File: config.mk
export PLATFORM = sky130hd
export DESIGN_NAME = dpram_mover
export DESIGN_NICKNAME = d
export VERILOG_FILES = /design/src/rtl/dpram_mover.sv
export SDC_FILE = /design/constraint.sdc
export NUM_CORES = 1
export LEC_CHECK = 0
export ABC_AREA = 0
export CORE_ASPECT_RATIO = 2
export CORE_MARGIN = 2
export CORE_UTILIZATION = 40
export CTS_CLUSTER_SIZE = 12
export DETAILED_ROUTE_END_ITERATION = 8
export PLACE_DENSITY = 0.77
export SLEW_MARGIN = 20
export SYNTH_ARGS = -nofsm -noshare
export SYNTH_HDL_FRONTEND = slang
export SYNTH_SLANG_ARGS = --single-unit
File: constraint.sdc
create_clock -name clk -period 6.48 [get_ports clk]
set_input_delay 1.296 -clock clk [delete_from_list [all_inputs] [get_ports clk]]
set_output_delay 1.296 -clock clk [all_outputs]
set_load 0.05 [all_outputs]
File: src/rtl/dpram_mover.sv
// Dual-port RAM mover: word copy (port A read -> port B write) or masked fill,
// one word per clock, with range/overlap rejection and abort.
module dpram_mover #(
  parameter int RAM_DEPTH = 2048,
  parameter int ADDR_W    = 11
) (
  input  logic              clk,
  input  logic              rst_n,
  input  logic              start,
  input  logic              mode,
  input  logic [ADDR_W-1:0] src_addr,
  input  logic [ADDR_W-1:0] dst_addr,
  input  logic [ADDR_W:0]   len,
  input  logic [31:0]       fill_data,
  input  logic [3:0]        fill_mask,
  input  logic              abort,
  output logic              busy,
  output logic              done,
  output logic              err,
  output logic              ram_ena,
  output logic [ADDR_W-1:0] ram_addra,
  input  logic [31:0]       ram_douta,
  output logic              ram_enb,
  output logic              ram_web,
  output logic [3:0]        ram_wemb,
  output logic [ADDR_W-1:0] ram_addrb,
  output logic [31:0]       ram_dinb
);

  typedef enum logic [1:0] {IDLE, RUN, DRAIN, FIN} state_t;

  typedef struct packed {
    logic              mode;
    logic [ADDR_W-1:0] src;
    logic [ADDR_W-1:0] dst;
    logic [ADDR_W:0]   len;
    logic [31:0]       fdata;
    logic [3:0]        fmask;
  } cfg_t;

  localparam logic [ADDR_W+1:0] DEPTH = (ADDR_W+2)'(RAM_DEPTH);

  state_t            state_q, state_d;
  cfg_t              cfg_q, cfg_d;
  logic [ADDR_W:0]   k_q, k_d;
  logic              rej_q, rej_d;

  logic [ADDR_W+1:0] src_end, dst_end;
  logic              reject;
  logic [ADDR_W:0]   last_k;
  logic [ADDR_W-1:0] kk;

  // Range checks run one bit wider than len so src+len never wraps.
  assign src_end = {2'b0, src_addr} + {1'b0, len};
  assign dst_end = {2'b0, dst_addr} + {1'b0, len};
  assign reject  = (!mode && (src_end > DEPTH)) || (dst_end > DEPTH) ||
                   (!mode && (src_addr < dst_addr) && ({2'b0, dst_addr} < src_end));
  assign last_k  = cfg_q.len - 1'b1;
  assign kk      = k_q[ADDR_W-1:0];

  always_comb begin
    state_d = state_q;
    cfg_d   = cfg_q;
    k_d     = k_q;
    rej_d   = rej_q;
    case (state_q)
      IDLE: if (start) begin
        cfg_d   = '{mode: mode, src: src_addr, dst: dst_addr, len: len,
                    fdata: fill_data, fmask: fill_mask};
        k_d     = '0;
        rej_d   = reject;
        state_d = (reject || len == '0) ? FIN : RUN;
      end
      RUN: begin
        if (abort) state_d = IDLE;
        else if (k_q == last_k) state_d = cfg_q.mode ? FIN : DRAIN;
        else k_d = k_q + 1'b1;
      end
      DRAIN:   state_d = abort ? IDLE : FIN;
      FIN:     state_d = IDLE;
      default: state_d = IDLE;
    endcase
  end

  always_ff @(posedge clk or negedge rst_n) begin
    if (!rst_n) begin
      state_q <= IDLE;
      cfg_q   <= '0;
      k_q     <= '0;
      rej_q   <= 1'b0;
    end else begin
      state_q <= state_d;
      cfg_q   <= cfg_d;
      k_q     <= k_d;
      rej_q   <= rej_d;
    end
  end

  // RAM controls decode from registered state only; copy write data is the
  // previous cycle's read coming straight back from port A.
  always_comb begin
    busy      = (state_q == RUN) || (state_q == DRAIN);
    done      = (state_q == FIN);
    err       = (state_q == FIN) && rej_q;
    ram_ena   = 1'b0;
    ram_addra = '0;
    ram_enb   = 1'b0;
    ram_web   = 1'b0;
    ram_wemb  = 4'h0;
    ram_addrb = '0;
    ram_dinb  = '0;
    if (state_q == RUN && !cfg_q.mode) begin
      ram_ena   = 1'b1;
      ram_addra = cfg_q.src + kk;
      if (k_q != '0) begin
        ram_enb   = 1'b1;
        ram_web   = 1'b1;
        ram_wemb  = 4'hF;
        ram_addrb = cfg_q.dst + kk - ADDR_W'(1);
        ram_dinb  = ram_douta;
      end
    end else if (state_q == RUN) begin
      ram_enb   = 1'b1;
      ram_web   = 1'b1;
      ram_wemb  = cfg_q.fmask;
      ram_addrb = cfg_q.dst + kk;
      ram_dinb  = cfg_q.fdata;
    end else if (state_q == DRAIN) begin
      ram_enb   = 1'b1;
      ram_web   = 1'b1;
      ram_wemb  = 4'hF;
      ram_addrb = cfg_q.dst + cfg_q.len[ADDR_W-1:0] - ADDR_W'(1);
      ram_dinb  = ram_douta;
    end
  end

endmodule

==> impl_metrics.tcl <==
set metrics [dict create \
    grt_pass1_vias 7308 \
    syn_area_sq_um 7627 \
    final-setup-viol-count 0 \
    cts.htree.levels 3 \
    crit_chain "ha_1 -> inv_1 -> fa_1 -> nand2b_1 -> a21oi_1 -> a21oi_1 -> nand4b_1 -> or3b_2 -> a2111oi_0 -> o311a_1 -> o21a_1 -> clkdlybuf4s50_1" \
    final_core_util_pct 52.57 \
    crit_arrival_ns 4.71 \
    yosys.area.top_type "dfrtp_1" \
    fmax_ghz 0.1666 \
    ff2ff_path_depth 8 \
    rows 71 \
    cp.required_ns 5.18 \
    start_kind "flop" \
    drc_errors 0 \
    r2r-end "k_q[5]" \
    path_clk_slew_ns 0.06 \
    clock-sinks 86 \
    io_buffers 170 \
    yosys.area.top_type_share_pct 28.22 \
    wl_met3_um 839 \
    rsz0062_at_grt "false" \
    pin_count 171 \
    synth_common_cells "ha_1 (89), dfrtp_1 (86), nand2_1 (69)" \
    slowest_delay_ns 0.80 \
    crit_type "flop to output port" \
    path_common_cell "a21oi_1" \
    layout-drive-gt1-share_pct 8.416 \
    fin_crit_sh_pct 92.61 \
    clock_latency_ns 0.36 \
    hold_path_class "flop to flop" \
    cts-hold-fix-buffers 0 \
    irDropWorstVdd_mv 0.2792 \
    initial_core_util_pct 40.69 \
    yosysMostFrequentCell "ha_1" \
    overflow 0 \
    reg2reg_slack_ns 2.95 \
    vias_per_cell 5.732 \
    ctsResizeCount 0 \
    ys.warnings.count 0 \
    first_iter_violations 329 \
    r2r-start "cfg_q[36]" \
    syn2layout_area_growth_pct 29.20 \
    synthArstFlopShare_pct 100.0 \
    hold_viol 0 \
    pwr_density_cell_nw_per_um2 521.4 \
    worstSetupStartpoint "k_q[0]" \
    endpoint "ram_addrb[10]" \
    synth-main-ff-cell "dfrtp_1" \
    fin_crit_ns 6.001 \
    die-area_sq_um 20260 \
    antenna_found_initial 0 \
    leakage_nw 4.299 \
    syn_nets 1047 \
    slew_headroom_pct 30.95 \
    path_max_fanout 8 \
    total_power_mw 5.138 \
    grt_max_degree 89 \
    ys_types 69 \
    outcome "finished clean" \
    ys_seq_elements 86 \
    synthCells 846 \
    drv_cap 0 \
    numCtsBuffers 9 \
    fin_nets 1206 \
    syn_area_per_cell_sq_um 9.016 \
    drt_wl_total_mm 24.20 \
    top_layer "met4" \
    cts_tree "built" \
    ant_nets 0 \
    cp-end-kind "output port" \
    skew_ns 0.006482 \
    core-area_sq_um 18740 \
    grtUsageTotal_pct 23.78 \
    tns_ns 0 \
    root_buffer "clkbuf_16" \
    dpl.hpwl_mm 19.31 \
    met1_length_mm 8.547 \
    worst_pin_slew_ns 1.036 \
    die_y_um 199.3 \
    wl_per_cell_um 19.13 \
    die_x_um 101.6 \
    wl_met2_mm 13.50 \
    via_count 7251 \
    place.gp.congestion 0.9398 \
    n_antenna_cell 0 \
    crit_slowest_cell "clkdlybuf4s50_1" \
    slew_viol_final 0 \
    synth-edff-count 0 \
    grt_pass1_wl_mm 36.98 \
    clock_path_buffers 2 \
    firstDrtPassIters 5 \
    ys_top_cells_by_area "dfrtp_1 (28%), ha_1 (15%), mux2_2 (7.7%), a22o_1 (3.9%), xnor2_1 (3.7%)" \
    post-cts-setup-buffers 0 \
    yosysSeqAreaShare_pct 28.22 \
]
-- cells in the final DEF (no fill, tap or decap), drive strengths merged, types with 12 or more instances in the layout --
cell | netlist | final
xor2 | 26 | 26
mux2 | 53 | 53
nor2 | 39 | 39
o21ai | 60 | 60
inv | 68 | 70
clkdlybuf4s50 | 0 | 169
a21o | 22 | 22
ha | 89 | 89
nand2 | 69 | 69
nor3 | 13 | 13
a21oi | 42 | 42
nand3 | 18 | 18
a22o | 34 | 34
dfrtp | 86 | 86
nand2b | 12 | 12
xnor2 | 32 | 32
-- logic make-up after synthesis --
logic type,after synthesis,synth area share [%]
and+or+nand+nor,210,13.89
muxes,54,7.956
DFF,86,28.22
xor gates and xnor gates,58,6.660
adders and majority gates,94,15.91
AOI/OAI and AO/OA,247,22.42
buffers and inverters,97,4.938
-- flip-flops by register name, summed over array words and instances, names as in the netlist --
| register | flops |
|---|---|
| state_q | 2 |
| rej_q | 1 |
| cfg_q | 71 |
| k_q | 12 |
-- power by group --
group          internal [mW]  switching (mW)
sequential             0.777           0.192
combinational           1.43            2.24
clock                  0.262           0.230
total                   2.47            2.66
-- per-stage QoR --
step	instances	hold slack (ns)	area, sq um	worst slack, ns
after floorplan	846	0.4815	7627	1.865
after global placement	1249	0.4899	9580	0.9726
after detailed placement	1249	0.4958	9580	0.8891
after CTS	1265	0.5108	9854	0.5061
after global routing	1265	0.5182	9854	0.2549
final	1265	0.5048	9854	0.4787
-- per-layer routing --
layer,track usage [%],vias to the layer above
met5,0,-
met4,14.61,0
met3,3.148,70
met2,44.71,217
met1,23.86,3518
li1,-,3446
-- worst min path at each step --
stage | startpoint | end | slack, ns | cells past startpoint
final | cfg_q[4] | cfg_q[4] | 0.50 | 1
after global routing | cfg_q[26] | cfg_q[26] | 0.52 | 1
after CTS | cfg_q[4] | cfg_q[4] | 0.51 | 1
after detailed placement | cfg_q[4] | cfg_q[4] | 0.50 | 1
after global placement | cfg_q[4] | cfg_q[4] | 0.49 | 1
after floorplan | cfg_q[0] | cfg_q[0] | 0.48 | 1
-- cell type report --
| cell class | instances | area [sq um] |
|---|---|---|
| Fill cell | 1704 | 8890 |
| Multi-Input combinational cell | 663 | 5102 |
| Sequential cell | 86 | 2152 |
| Timing Repair Buffer | 177 | 1752 |
| Tap cell | 255 | 319.1 |
| Inverter | 68 | 255.2 |
| Clock buffer | 10 | 229.0 |
| Clock inverter | 6 | 45.04 |
-- critical path, delay by kind of cell, from the launching register on --
family | cells | cell delay, ns
adders and majority gates | 2 | 0.63
buffers and inverters | 2 | 0.85
and+or+nand+nor | 3 | 0.97
DFF | 1 | 0.51
AOI/OAI and AO/OA | 5 | 1.37
(Power assumes the default switching activity.)
